File: config.mk
export PLATFORM = sky130hd
export DESIGN_NAME = burst_initiator_flat
export DESIGN_NICKNAME = d
export VERILOG_FILES = /design/src/rtl/burst_if_pkg.sv /design/src/rtl/burst_initiator_if.sv /design/src/rtl/burst_tmo_cnt.sv /design/src/rtl/burst_initiator.sv /design/src/flat_wrapper.sv
export SDC_FILE = /design/constraint.sdc
export NUM_CORES = 1
export LEC_CHECK = 0
export BUFFER_PORTS_ARGS = -buffer_cell sky130_fd_sc_hd__clkbuf_2
export CORE_UTILIZATION = 35
export CTS_CLUSTER_SIZE = 8
export DETAILED_ROUTE_END_ITERATION = 10
export SETUP_SLACK_MARGIN = 0.15
export SYNTH_ARGS = -nofsm -noshare
export SYNTH_HDL_FRONTEND = slang
export SYNTH_SLANG_ARGS = --single-unit
File: constraint.sdc
create_clock -name clk -period 2 [get_ports clk]
set_input_delay 0.3 -clock clk [delete_from_list [all_inputs] [get_ports clk]]
set_output_delay 0.3 -clock clk [all_outputs]
set_load 0.01 [all_outputs]
File: src/rtl/burst_if_pkg.sv
// Shared definitions for the single-wire burst handshake (initiator and responder).
package burst_if_pkg;

  typedef enum logic [1:0] {
    IDLE = 2'd0,
    REQ  = 2'd1,
    WAIT = 2'd2
  } burst_state_e;

  localparam int LEN_W_DEF = 8;

  // Width needed to hold a timeout count of 0..tmo inclusive
  function automatic int tmo_w(input int tmo);
    return $clog2(tmo + 1);
  endfunction

endpackage

File: src/rtl/burst_initiator_if.sv
// Command-side and responder-side signals of one burst initiator.
interface burst_initiator_if import burst_if_pkg::*; #(
  parameter int LEN_W = LEN_W_DEF
);
  logic             cmd_valid;
  logic [LEN_W-1:0] cmd_len;
  logic             cmd_ready;
  logic             do_req;
  logic             s;
  logic             g;
  logic             done;
  logic             err;
  logic [LEN_W-1:0] rx_cnt;

  modport master (
    input  cmd_valid, cmd_len, s, g,
    output cmd_ready, do_req, done, err, rx_cnt
  );

  modport slave (
    output cmd_valid, cmd_len, s, g,
    input  cmd_ready, do_req, done, err, rx_cnt
  );
endinterface

File: src/rtl/burst_tmo_cnt.sv
// Loadable up-counter with synchronous clear and a terminal-count flag; holds at TC.
module burst_tmo_cnt #(
  parameter int W  = 5,
  parameter int TC = 16
) (
  input  logic         clk,
  input  logic         rst,
  input  logic         clr,
  input  logic         ld,
  input  logic [W-1:0] ld_val,
  input  logic         en,
  output logic [W-1:0] cnt,
  output logic         tc
);

  logic [W-1:0] cnt_q;

  assign tc  = (cnt_q == W'(TC));
  assign cnt = cnt_q;

  always_ff @(posedge clk or posedge rst) begin
    if (rst)              cnt_q <= '0;
    else if (clr)         cnt_q <= '0;
    else if (ld)          cnt_q <= ld_val;
    else if (en && !tc)   cnt_q <= cnt_q + W'(1);
  end

endmodule

File: src/rtl/burst_initiator.sv
// Burst initiator: turns a length command into a do_req pulse train of L+1 cycles,
// counts returned strobes, and reports done/err/rx_cnt on the end-of-burst pulse or timeout.
module burst_initiator import burst_if_pkg::*; #(
  parameter int LEN_W = LEN_W_DEF,
  parameter int TMO   = 16
) (
  input  logic                clk,
  input  logic                rst,
  burst_initiator_if.master   bus
);

  localparam int TMO_W = tmo_w(TMO);

  burst_state_e     state_q, state_d;
  logic             do_q, do_d;
  logic             done_q, done_d;
  logic             err_q, err_d;
  logic             sat_q, sat_d;
  logic [LEN_W-1:0] rem_q, rem_d;
  logic [LEN_W-1:0] rx_q, rx_d;
  logic [LEN_W-1:0] len_q, len_d;
  logic             tmo_clr, tmo_en, tmo_tc;
  logic [TMO_W-1:0] tmo_cnt;

  burst_tmo_cnt #(.W(TMO_W), .TC(TMO)) u_tmo (
    .clk    (clk),
    .rst    (rst),
    .clr    (tmo_clr),
    .ld     (1'b0),
    .ld_val ('0),
    .en     (tmo_en),
    .cnt    (tmo_cnt),
    .tc     (tmo_tc)
  );

  assign bus.cmd_ready = (state_q == IDLE);
  assign bus.do_req    = do_q;
  assign bus.done      = done_q;
  assign bus.err       = err_q;
  assign bus.rx_cnt    = rx_q;

  always_comb begin
    state_d = state_q;
    do_d    = do_q;
    done_d  = 1'b0;
    err_d   = 1'b0;
    sat_d   = sat_q;
    rem_d   = rem_q;
    rx_d    = rx_q;
    len_d   = len_q;
    tmo_clr = 1'b0;
    tmo_en  = 1'b0;

    // A strobe beyond the counter's range is remembered so the burst always reports a mismatch
    if ((state_q == REQ || state_q == WAIT) && bus.s) begin
      if (rx_q == '1) sat_d = 1'b1;
      else            rx_d  = rx_q + LEN_W'(1);
    end

    case (state_q)
      IDLE: begin
        if (bus.s || bus.g) err_d = 1'b1;
        if (bus.cmd_valid) begin
          len_d   = bus.cmd_len;
          rem_d   = bus.cmd_len;
          rx_d    = '0;
          sat_d   = 1'b0;
          do_d    = 1'b1;
          state_d = REQ;
        end
      end
      REQ: begin
        if (rem_q == '0) begin
          do_d    = 1'b0;
          tmo_clr = 1'b1;
          state_d = WAIT;
        end else begin
          rem_d = rem_q - LEN_W'(1);
        end
      end
      WAIT: begin
        tmo_en = 1'b1;
        if (bus.g || tmo_tc) begin
          done_d  = 1'b1;
          err_d   = !bus.g || sat_d || (rx_d != len_q);
          state_d = IDLE;
        end
      end
      default: begin
        do_d    = 1'b0;
        state_d = IDLE;
      end
    endcase
  end

  always_ff @(posedge clk or posedge rst) begin
    if (rst) begin
      state_q <= IDLE;
      do_q    <= 1'b0;
      done_q  <= 1'b0;
      err_q   <= 1'b0;
      sat_q   <= 1'b0;
      rem_q   <= '0;
      rx_q    <= '0;
    end else begin
      state_q <= state_d;
      do_q    <= do_d;
      done_q  <= done_d;
      err_q   <= err_d;
      sat_q   <= sat_d;
      rem_q   <= rem_d;
      rx_q    <= rx_d;
    end
  end

  always_ff @(posedge clk) begin
    len_q <= len_d;
  end

endmodule

File: src/flat_wrapper.sv
// flat-port wrapper written by rule: the top's interface ports become plain ports
module burst_initiator_flat import burst_if_pkg::*;
#(
  parameter int LEN_W = LEN_W_DEF,
  parameter int TMO   = 16
)
  (clk, rst, bus_cmd_valid, bus_cmd_len, bus_s, bus_g, bus_cmd_ready, bus_do_req, bus_done, bus_err, bus_rx_cnt);
  burst_initiator_if #(.LEN_W(LEN_W)) bus_i ();
  input  logic clk;
  input  logic rst;
  input wire logic [$bits(bus_i.cmd_valid)-1:0] bus_cmd_valid;
  input wire logic [$bits(bus_i.cmd_len)-1:0] bus_cmd_len;
  input wire logic [$bits(bus_i.s)-1:0] bus_s;
  input wire logic [$bits(bus_i.g)-1:0] bus_g;
  output wire logic [$bits(bus_i.cmd_ready)-1:0] bus_cmd_ready;
  output wire logic [$bits(bus_i.do_req)-1:0] bus_do_req;
  output wire logic [$bits(bus_i.done)-1:0] bus_done;
  output wire logic [$bits(bus_i.err)-1:0] bus_err;
  output wire logic [$bits(bus_i.rx_cnt)-1:0] bus_rx_cnt;
  assign bus_i.cmd_valid = bus_cmd_valid;
  assign bus_i.cmd_len = bus_cmd_len;
  assign bus_i.s = bus_s;
  assign bus_i.g = bus_g;
  assign bus_cmd_ready = bus_i.cmd_ready;
  assign bus_do_req = bus_i.do_req;
  assign bus_done = bus_i.done;
  assign bus_err = bus_i.err;
  assign bus_rx_cnt = bus_i.rx_cnt;
  burst_initiator #(.LEN_W(LEN_W), .TMO(TMO)) u_core (.clk(clk), .rst(rst), .bus(bus_i));
endmodule
## After elaboration in Yosys (flattened, before gate mapping)

Index checks and enable logic that the tools add are counted.

- Magnitude comparators: 0
- Multiplexer cells: 28
- Eq/ne operators: 9
- Multiply operators: 0
- Reductions and logical operators: 17
- Bitwise operators: 1
- Divide/modulo/power cells: 0
- Shifts and indexed selects: 0
- Add/sub/neg operators: 3

Operator list:

| cell | number |
|---|---|
| $mux 8 | 6 |
| $pmux 8 s2 | 1 |
| $mux 1 | 13 |
| $mux 5 | 2 |
| $reduce_and 3->1 | 3 |
| $add 8x1->8 const B | 1 |
| $eq 8x8->1 const B | 1 |
| $logic_not 8->1 | 1 |
| $ne 2x2->1 const B | 4 |
| $ne 8x8->1 | 1 |
| $sub 8x1->8 const B | 1 |
| $mux 2 | 3 |
| $pmux 2 s3 | 1 |
| $add 5x1->5 const B | 1 |
| $eq 5x5->1 const B | 1 |
| $logic_or 1x1->1 | 5 |
| $reduce_bool 2->1 | 2 |
| $pmux 1 s3 | 1 |
| $eq 2x1->1 const B | 1 |
| $eq 2x2->1 const B | 1 |
| $logic_and 1x1->1 | 2 |
| $logic_not 1->1 | 2 |
| $logic_not 2->1 | 1 |
| $pmux 1 s2 | 1 |
| other kinds (2) | 2 |

- Bits in read-only memories: 0
- Latch bits: 0
- Memories: 0
- Memory bits (writable): 0
- Flip-flop bits (word level): 35
- Output and inout bits: 12
- Logic and storage cells: 67
- Bits of input ports: 13

## Depth between registers and ports, before layout

- Word-level depth: 8
- Depth in mapped cells: 9
- Depth with buffers taken out: 8

## Modules after synthesis

A second synthesis with hierarchy kept.

- Cell total of the unflattened synthesis: 221
- Area, all modules: 2063.2 µm²

By module, submodules not included:

| module | times used | cells each | seq. area each (µm²) | area each (µm²) |
|---|---|---|---|---|
| burst_initiator | 1 | 185 | 790.8 | 1721.7 |
| burst_tmo_cnt | 1 | 36 | 125.1 | 341.6 |

## Worst setup path after synthesis

OpenSTA, ideal clock, no wires.

- Kind: reg2reg
- Start: reg u_core.state_q[0]
- End: reg u_core.err_q, in the netlist u_core.bus.err
- Period minus slack after synthesis: 2153 ps
- Path slack: -153 ps
- Cell stages (with the launch flop): 10
- Setup time: 124 ps
- Arrival time: 2029 ps
- Required time: 1876 ps
- Path buffers: 1
- Path through: dfrtp_1 > inv_1 > ha_1 > and4_1 > buf_2 > nand4b_1 > o21ai_0 > a2111oi_2 > nand4_1 > o31a_1

- Word-level cells in the longest chain between the ends: 8
- Elaborated cells between the ends (all ways): 12
- Classes of those cells: 3 x eq/ne; 4 x mux; 5 x reduce/logical

Ends and longest elaborated chain:

| item | RTL line | RTL |
|---|---|---|
| from (decl) | burst_initiator.sv:14 | `burst_state_e state_q, state_d;` |
| from (signal assigned) | burst_initiator.sv:106 | `state_q <= state_d;` |
| $eq 2x1->1 or $eq 2x2->1 (tied branches) | burst_initiator.sv:55, burst_initiator.sv:60 |  |
| $logic_or 1x1->1 | burst_initiator.sv:55 | `if ((state_q == REQ \|\| state_q == WAIT) && bus.s) begin` |
| $logic_and 1x1->1 | burst_initiator.sv:55 |  |
| $mux 8 or $mux 1 (tied branches) | burst_initiator.sv:55 |  |
| $ne 8x8->1 or $logic_or 1x1->1 (tied branches) | burst_initiator.sv:85 | `err_d = !bus.g \|\| sat_d \|\| (rx_d != len_q);` |
| $logic_or 1x1->1 | burst_initiator.sv:85 |  |
| $mux 1 | burst_initiator.sv:83 | `if (bus.g \|\| tmo_tc) begin` |
| $pmux 1 s2 * | burst_initiator.sv:60 | `case (state_q)` |
| named net u_core.err_d | burst_initiator.sv:17 | `logic err_q, err_d;` |
| to (signal assigned) | burst_initiator.sv:109 | `err_q <= err_d;` |
| to (decl) | burst_initiator.sv:17 |  |

Mark *: on every way through the listed nets, which the timed path passes. The rest lies on a longest branch.
A chain may end at the register's enable or synchronous reset.

## Final worst setup path

Ends and elaborated chain as after synthesis.

==> flow_summary.ini <==
[outcome]
run_status = finished with violations
violations = negative setup slack

[hold_path]
hold_path.class = input pin to async pin

[floorplanning]
die_area_sq_mm = 0.005971
ios = 25
core_sq_mm = 0.005473
die_h_um = 77.28
die_x_um = 77.28
rows = 27
initial_core_util_pct = 36.24

[sta]
finalSetupViolations = 1
fin_ws_ns = -0.02306
maxSlewViolCount = 0
min_period_ns = 2.023
max_freq_mhz = 494.3
clock_skew_ns = 0.006940
finalCritPeriodShare_pct = 101.2
slew_headroom_pct = 76.12
rsz0062_at_grt = true
worst_pin_slew_ns = 0.3582
fin_hold_ws_ns = 0.04758
hold_viol_final = 0

[final_layout]
fin_nets = 273
area_delta_synth_final_pct = 25.93
multi_input_area_sq_mm = 0.001040
fillers = 547
regArea_sq_um = 917.1
final_cell_count_no_fill = 325
drive_gt1_share_pct = 31.62
final_util_pct = 45.63
antenna_cells = 0

[critical_path]
critPathRequiredTime_ns = 2.17
worst_path_max_delay_cell = dfrtp_1
end_kind = flop
critPathMaxStageDelay_ns = 0.36
cpLargestDelayFamily = simple AND/OR/NAND/NOR gates
r2r_start = u_core.state_q[0]$_DFFE_PP0P_
crit_chain = inv_2 > ha_4 > and4_4 > nand4_1 > mux2i_2 > xor2_1 > nand4_1 > o31a_1
cp-start-kind = flop
worstPathMaxFanout = 4
worst-path-buf-inv = 1
r2r-end = u_core.bus.err$_DFF_PP0_
rr_worst_depth = 8
r2r_setup_slack_ns = -0.02
path_class = flop to flop
arrival_ns = 2.20
crit_path_frequent_cell = nand4_1

[power]
p_sw_mw = 1.240
swShare_pct = 38.72
leakagePower_nw = 1.111
total_power_mw = 3.202
p_clk_share_pct = 16.5
ir_worst_vdd_mv = 0.5093
combPwrFrac_pct = 46.6
power.density_mw_per_mm2 = 1282
internal-power_mw = 1.962
pwr-share-seq_pct = 36.9

[yosys]
ys.flop_type = dfrtp_1
syn-cell-area_sq_mm = 0.001983
synth_top_area_cell = dfrtp_1
synth_warnings = 0
ys_ff_latch = 35
ys_types = 44
ys_seq_area_share_pct = 46.18
synthMostInstantiatedCell = dfrtp_1
synth_nets = 225
synth.area.top_cells = dfrtp_1, edfxtp_1, ha_1
synth_top_area_share_pct = 34.07
ys_async_sr_fraction_pct = 77.14
synthTopCellsByCount = dfrtp_1, nand2_1, a21oi_1, nor2_1, inv_1
syn_area_per_cell_sq_um = 9.721
synthCells = 204
synth_edf_count = 8

[global_routing]
grt_pass1_vias = 1607
grt_max_degree = 28
grt-ovfl-total = 0
grt_util_met3_pct = 3.095
use_met1_pct = 19.94
globalRoute.busiestLayer = met2
grt_util_met2_pct = 25.75
grt_pass1_wl_um = 7410
antenna_found_initial = 0
grt_usage_pct = 15.85

[clock_tree]
cts_tree = built
clockBufferDepth = 2
clockRootBuffer = clkbuf_8
clk_pin_slew_ns = 0.07
clock_latency_ns = 0.28
cts_buffers = 5
cts_num_sinks = 35
cts_max_level = 2

[detailed_routing]
detail-route-antenna-nets = 0
wire_per_inst_um = 13.27
drcViolationCount = 0
dr.first_iter.drc_count = 71
routed-via-count = 1657
viasPerCell = 5.098
drt-pass1-iter-count = 4
wl_um = 4313

[place]
place_inst = 314
hpwlAfterDp_um = 3190
numPortBuffers = 24
place_congestion = 0.8597

[flow_run]
maxCapViolations = 0
## worst min-delay path, stage by stage
cell,delay [ns]
clkbuf_2,0.08
inv_1,0.04
buf_4,0.33
## registers in the layout (all words and copies together), names as in the netlist
| name | count |
|---|---|
| u_core.u_tmo.cnt | 5 |
| u_core.bus.do_req | 1 |
| u_core.rem_q | 8 |
| u_core.bus.err | 1 |
| u_core.bus.rx_cnt | 8 |
| u_core.bus.done | 1 |
| u_core.sat_q | 1 |
| u_core.len_q | 8 |
| u_core.state_q | 2 |
## power by group through the flow
stage | Clock (mW) | Combinational (mW) | Sequential (mW)
6_report | 0.529 | 1.49 | 1.18
5_1_grt | 0.566 | 1.69 | 1.21
4_1_cts | 0.549 | 1.43 | 1.17
3_5_place_dp | 0 | 1.40 | 1.18
3_3_place_gp | 0 | 1.37 | 1.18
2_1_floorplan | 0 | 0.959 | 1.18
## layout make-up
type,instances,area share (%)
Tap cell,72,3.607
Clock buffer,7,3.457
Sequential cell,35,36.72
Inverter,13,1.954
Multi-Input combinational cell,148,41.63
Timing Repair Buffer,49,12.47
Clock inverter,1,0.1503
## worst max-delay path by stage
stage | startpoint | to | slack, ns | cells past startpoint
after detailed placement | u_core.state_q[0]$_DFFE_PP0P_ | u_core.bus.err$_DFF_PP0_ | -0.01 | 8
after global placement | u_core.state_q[0]$_DFFE_PP0P_ | u_core.bus.err$_DFF_PP0_ | 0.05 | 8
after CTS | u_core.state_q[1]$_DFFE_PP0P_ | u_core.bus.err$_DFF_PP0_ | 0.01 | 8
after floorplan | u_core.state_q[1]$_DFFE_PP0P_ | u_core.bus.err$_DFF_PP0_ | 0.04 | 9
final | u_core.state_q[0]$_DFFE_PP0P_ | u_core.bus.err$_DFF_PP0_ | -0.02 | 8
after global routing | u_core.state_q[0]$_DFFE_PP0P_ | u_core.bus.err$_DFF_PP0_ | -0.15 | 8
## layout by cell type (no fill, tap or decap), drive strengths merged, types with 3 or more instances in the layout
master,instances
clkbuf,31
dfrtp,27
buf,25
nand2,21
nor2,16
a21oi,16
inv,12
o21ai,11
xor2,8
nand3,8
edfxtp,8
ha,8
nand4,6
nand2b,6
mux2i,6
nor3,5
xnor2,4
and3,4
nor3b,4
mux2,3
and4,3
## routing by layer
layer,part of all wire (%),up-vias
met3,4.6,9
met1,45,783
met4,2.6,0
li1,-,815
met5,0,-
met2,48,50
## kinds of logic after synthesis
kind of cell,count (synthesis),synth area share (%)
AND/OR/NAND/NOR,77,20.76
AO/OA/AOI/OAI,42,13.00
flip-flops,35,46.18
buffers and inverters,21,4.983
XOR/XNOR,12,5.300
multiplexers,9,4.732
adder cells (fa/ha/maj),8,5.048
## stage by stage
step	area [sq um]	worst slack (ns)	TNS, ns
2_1_floorplan	2012	0.04325	0
3_3_place_gp	2336	0.04819	0
3_5_place_dp	2336	-0.009861	-0.009861
4_1_cts	2449	0.01147	0
5_1_grt	2497	-0.1464	-0.1464
6_report	2497	-0.02306	-0.02306
## repair_timing
action	CTS	global route
pin swaps	10	4
setup endpoints to repair	1	11
buffers inserted	1	2
hold buffers	0	0
gates cloned	0	0
resized for setup	5	9
No activity file was read; power rests on OpenSTA's default activity.
